[src/rtl/alu_serie.sv]
// alu_serie: bit-serial ALU. Operands are processed LSB-first, one bit per
// clock, through a single cal cell, with the carry held in a register
// between bit-cycles.
// Optional feature macro: ALU_SERIE_OVF_EN. When it is defined, the signed
// overflow flag is built. When it is undefined, ovf is tied to 0. The port
// list is the same in both builds.

// One-bit arithmetic/logic cell: a full adder, or a 2-bit-selected logic function.
module cal (
  input  logic       a,
  input  logic       b,
  input  logic       l,
  input  logic [1:0] s,
  input  logic       c_in,
  output logic       out,
  output logic       c_out
);

  // Select the sum/carry or the logic function result.
  always_comb begin
    out   = 1'b0;
    c_out = 1'b0;
    if (!l) begin
      out   = a ^ b ^ c_in;
      c_out = (a & b) | (a & c_in) | (b & c_in);
    end else begin
      unique case (s)
        2'b00:   out = a & b;
        2'b01:   out = a | b;
        2'b10:   out = a ^ b;
        default: out = ~a;
      endcase
    end
  end

endmodule

module alu_serie #(
  parameter int unsigned WIDTH = 4
) (
  input  logic             clk,
  input  logic             reset_n,
  input  logic             start,
  input  logic [WIDTH-1:0] a,
  input  logic [WIDTH-1:0] b,
  input  logic             l,
  input  logic [1:0]       s,
  input  logic             c_in,
  output logic             busy,
  output logic             done,
  output logic [WIDTH-1:0] out,
  output logic             c_out,
  output logic             zero,
  output logic             ovf
);

  localparam int unsigned CW = (WIDTH > 2) ? $clog2(WIDTH) : 1;
  localparam logic [CW-1:0] LAST = CW'(WIDTH - 1);

  typedef enum logic [1:0] {IDLE, SHIFT, DONE} state_t;

  state_t           state;
  logic [WIDTH-1:0] a_sh;
  logic [WIDTH-1:0] b_sh;
  logic [WIDTH-2:0] res_sh;
  logic             l_q;
  logic [1:0]       s_q;
  logic             carry_q;
  logic [CW-1:0]    cnt;

  logic             cell_out;
  logic             cell_cout;
  logic [WIDTH-1:0] next_res;

  cal u_cal (
    .a     (a_sh[0]),
    .b     (b_sh[0]),
    .l     (l_q),
    .s     (s_q),
    .c_in  (carry_q),
    .out   (cell_out),
    .c_out (cell_cout)
  );

  // The result after the current bit-cycle: the new bit enters at the MSB.
  always_comb begin
    next_res = {cell_out, res_sh};
  end

  // Sequencer: operand latch, serial shift, and result/flag capture on the last bit.
  always_ff @(posedge clk or negedge reset_n) begin
    if (!reset_n) begin
      state   <= IDLE;
      a_sh    <= '0;
      b_sh    <= '0;
      res_sh  <= '0;
      l_q     <= 1'b0;
      s_q     <= 2'b00;
      carry_q <= 1'b0;
      cnt     <= '0;
      busy    <= 1'b0;
      done    <= 1'b0;
      out     <= '0;
      c_out   <= 1'b0;
      zero    <= 1'b0;
`ifdef ALU_SERIE_OVF_EN
      ovf     <= 1'b0;
`endif
    end else begin
      done <= 1'b0;
      unique case (state)
        IDLE: begin
          if (start) begin
            a_sh    <= a;
            b_sh    <= b;
            l_q     <= l;
            s_q     <= s;
            carry_q <= l ? 1'b0 : c_in;
            cnt     <= '0;
            busy    <= 1'b1;
            state   <= SHIFT;
          end
        end
        SHIFT: begin
          a_sh    <= a_sh >> 1;
          b_sh    <= b_sh >> 1;
          res_sh  <= next_res[WIDTH-1:1];
          carry_q <= l_q ? 1'b0 : cell_cout;
          cnt     <= cnt + CW'(1);
          if (cnt == LAST) begin
            state <= DONE;
            busy  <= 1'b0;
            done  <= 1'b1;
            out   <= next_res;
            c_out <= ~l_q & cell_cout;
            zero  <= (next_res == '0);
`ifdef ALU_SERIE_OVF_EN
            // carry_q is the carry into the MSB during this final bit-cycle
            ovf   <= ~l_q & (carry_q ^ cell_cout);
`endif
          end
        end
        DONE: begin
          state <= IDLE;
        end
        default: begin
          state <= IDLE;
        end
      endcase
    end
  end

`ifndef ALU_SERIE_OVF_EN
  // Overflow logic is not built in this configuration.
  assign ovf = 1'b0;
`endif

endmodule

[config.mk]
export PLATFORM = sky130hd
export DESIGN_NAME = alu_serie
export DESIGN_NICKNAME = d
export VERILOG_FILES = /design/src/rtl/alu_serie.sv
export SDC_FILE = /design/constraint.sdc
export NUM_CORES = 1
export LEC_CHECK = 0
export CAP_MARGIN = 10
export CORE_MARGIN = 2
export CORE_UTILIZATION = 48
export CTS_BUF_LIST = sky130_fd_sc_hd__clkbuf_8
export DETAILED_ROUTE_END_ITERATION = 10
export GPL_ROUTABILITY_DRIVEN = 0
export PLACE_DENSITY = 0.79
export SETUP_SLACK_MARGIN = 0.2
export SLEW_MARGIN = 25
export SYNTH_ARGS = -nofsm -noshare
export SYNTH_HDL_FRONTEND = slang
export SYNTH_SLANG_ARGS = --single-unit
[constraint.sdc]
create_clock -name clk -period 1.5 [get_ports clk]
set_input_delay 0.225 -clock clk [delete_from_list [all_inputs] [get_ports clk]]
set_output_delay 0.225 -clock clk [all_outputs]
set_load 0.02 [all_outputs]
==> results.md <==
- Run status: complete, no violations
- Top cells by area, synth: dfrtp_1 52%, mux2_4 4.6%, o21ai_1 4.2%
- Dominant synthesized flop cell: dfrtp_1
- Minimum clock period: between 1 and 1.5 ns
- Xor and xnor area share after synthesis: 0%
- Max-slew violation count: 0
- Max Freq: between 0.6 and 0.7 GHz
- Initial antenna violation count: 0
- Post-synth top cells: 27 x dfrtp_1, 11 x o21ai_1, 8 x nor2b_1
- H-tree lvl count: 1
- Period utilization: a little over nine tenths
- Cell taking the most area after synthesis: dfrtp_1
- Sw frac: around 37%
- Die X: about 56 µm
- Leakage: 0.782 nW
- Synth async-reset ratio: 100%
- Net Count, Synth: about 140
- Worst-path fanout max: 3
- Post-CTS Hold Buffers: 0
- Avg WL per Cell: between 10 and 15 µm
- Reg2reg setup slack: 0.03 ns
- I/O Buffers: 22
- Cell internal pwr: ~2.1 mW
- Post-Syn Area per Cell: 11.3 µm²
- Seq cells post-synth: 27
- GR Overflow Total: 0
- CP startpoint kind: register
- Die area: around 0.0032 mm²
- Reg2Reg Capture Point: res_sh[2]
- CP endpoint: res_sh[2]
- Required time of the worst setup path: about 1.7 ns
- Pre-CTS setup slack: -0.00549 ns
- Max VDD drop: 1.08 mV
- Hold Crit Class: input pin to asynchronous set/reset pin
- Comb power frac: a little under 50%
- Most common cell in the netlist: dfrtp_1
- # IOs: 24
- Cell row count: 18
- Largest family of logic cells by synthesized area: compound AO/OA/AOI/OAI gates
- Total routed wirelength: 2590 µm
- Inserted Clock Buffers: 3
- Post-synthesis adder-cell area fraction: 4.41%
- Worst-path clk slew: ~0.09 ns
- Final setup vio count: 0
- First-pass GRT wire length: 4400 µm
- Final Hold Fails: 0
- Post-synthesis sequential area ratio: about half
- Layout cell share with drive strength beyond 1: between 20% and 30%
- Antenna-violating nets left: 0
- Die Y: 56.2 µm
- Yosys cell types: 35
- Clock Power Share: between 10 and 15%
- Root buf cell: clkbuf_8
- Clock buffer depth: 2
- Total of max-cap violations: 0
- Worst-Skew Late Latency: between 0.2 and 0.3 ns
- Critical Path AT: 1.62 ns
- Initial DRC Count: 12
- Worst reg2reg path startpoint: carry_q
- Psw: 1.24 mW
- Drt via density: around 5.4
- Final net count: 172
- CP Class: register to register
- Clk_skew: about 0.0015 ns
- CTS tree: built
- Sink Count: 27
- Area growth from synthesis to layout: 29.2%
- DRC Markers: 0
- Total GRT Usage: between 10% and 20%
- Multiplexer share of the synthesized area: 8.91%
- Yosys Warn Count: 0
- RSZ-0062 raised after global routing: yes
- DR vias: a little under 1,000
- Post-synthesis instance total: roughly 120
- Fin worst setup slack: about 0.033 ns
- Number of synthesized flops with an enable pin: 0
- Number of diodes: 0
- Synth Area in Compound Gates: 17.0%
- Sequential power share: between 30 and 40%
- Reg2Reg Depth: 5
- Share of the synthesized area in the top cell type: a little over 50%
- Crit end category: register
- Synth Cell Area: 0.00131 mm²
- DP Wirelength: 1820 µm
- Vias in the first global route: just over 1,000
- Fin util: between 60% and 70%
- Largest net degree at the start of global routing: 28
- Pwr Density: 1960 mW/mm²
- Simple-gate share of the synthesized area: approximately an eighth
- Core ar.: 0.00252 mm²
- Initial Utilization: about half
- Crit path launch: carry_q
- Pre-antenna DRT Iters: 2
[flip-flops by register name, summed over array words and instances, names as in the netlist]
name,count
a_sh,4
b_sh,4
busy,1
c_out,1
carry_q,1
cnt,2
done,1
l_q,1
out,4
res_sh,3
s_q,2
state,2
zero,1
[placed cells by master, fill, tap and decap left out]
| cell type | Yosys | layout |
|---|---|---|
| a31o_1 | 1 | 1 |
| nor2b_1 | 8 | 8 |
| and2b_4 | 1 | 1 |
| inv_2 | 2 | 5 |
| a41oi_2 | 0 | 1 |
| a22oi_1 | 6 | 6 |
| a31oi_1 | 3 | 3 |
| o31ai_1 | 1 | 1 |
| nor2_1 | 6 | 6 |
| o211ai_1 | 1 | 1 |
| fa_1 | 1 | 1 |
| o21ai_1 | 11 | 11 |
| nand2_1 | 6 | 6 |
| clkbuf_8 | 0 | 3 |
| a21oi_1 | 5 | 5 |
| o21bai_1 | 1 | 1 |
| conb_1 | 1 | 1 |
| or2_0 | 1 | 1 |
| nand2b_1 | 1 | 1 |
| a22o_1 | 1 | 1 |
| clkdlybuf4s50_1 | 0 | 14 |
| inv_1 | 6 | 4 |
| and2b_2 | 0 | 1 |
| nor4_1 | 1 | 1 |
| mux2_4 | 4 | 4 |
| buf_4 | 1 | 15 |
| mux2_1 | 4 | 4 |
| dfrtp_1 | 27 | 27 |
| ha_1 | 3 | 3 |
| a2bb2oi_1 | 2 | 2 |
| nand3b_4 | 1 | 1 |
| dlygate4sd2_1 | 0 | 8 |
| buf_6 | 2 | 1 |
| and2_0 | 1 | 1 |
| mux2_2 | 1 | 1 |
| o221a_2 | 1 | 1 |
[power by group through the flow]
stage	Combinational [mW]	Clock, mW	Sequential (mW)
floorplan	0.949	0	1.39
global placement	1.48	0	1.29
detailed placement	1.52	0	1.31
CTS	1.56	0.415	1.29
global route	1.75	0.439	1.34
finish	1.60	0.409	1.29
[layout make-up]
type,count,area [µm²]
flip-flops and latches,27,676
fillers,203,835
repair buffers,38,334
clock buffers,3,41.3
inverters,8,30.0
multi-input cells,75,566
well taps,30,37.5
clock inverters,1,3.75
[worst min-delay path by stage]
stage,end,cells after the start,slack (ns),startpoint
global placement,c_out,2,0.46,c_out
CTS,done,2,0.32,reset_n
floorplan,a_sh[0],0,-0.07,reset_n
global route,done,2,0.37,reset_n
finish,done,2,0.30,reset_n
detailed placement,c_out,2,0.47,c_out
[per-stage QoR]
step,power (mW),std cells,instance area (µm²),hold slack [ns],setup TNS [ns]
after detailed placement,2.84,169,1580,0.469,-0.00944
after global routing,3.53,182,1690,0.369,-0.129
after global placement,2.77,169,1580,0.464,0
final,3.30,182,1690,0.304,0
after floorplan,2.34,116,1310,-0.0706,0
after CTS,3.26,179,1660,0.319,0
[kinds of logic (layout without fill, tap and decap cells)]
family,count (synthesis),after routing
AO/OA/AOI/OAI,34,34
adder cells (fa/ha/maj),4,4
buffers and inverters,14,50
flip-flops,27,27
multiplexers,9,9
other,1,1
AND/OR/NAND/NOR,27,27
[metal layers]
metal	global-route usage (%)	part of all wire [%]	vias to the layer above
met4	7.14	1.2	0
met2	29.1	48	24
li1	-	-	478
met3	4.88	4.8	6
met5	0	0	-
met1	21.6	46	480
[what timing repair did]
item | 4_1_cts | 5_1_grt
pin swaps | 1 | 1
setup endpoints to repair | 15 | 8
gates cloned | 0 | 0
resized for setup | 10 | 1
setup buffers | 6 | 3
[worst max-delay path, cell delays in order, from the launching register on]
cell and delay, ns:
dfrtp_1 0.38, inv_2 0.05, fa_1 0.53, nor2_1 0.05, a41oi_2 0.22, a31oi_1 0.11
No activity file was read; power rests on OpenSTA's default activity.
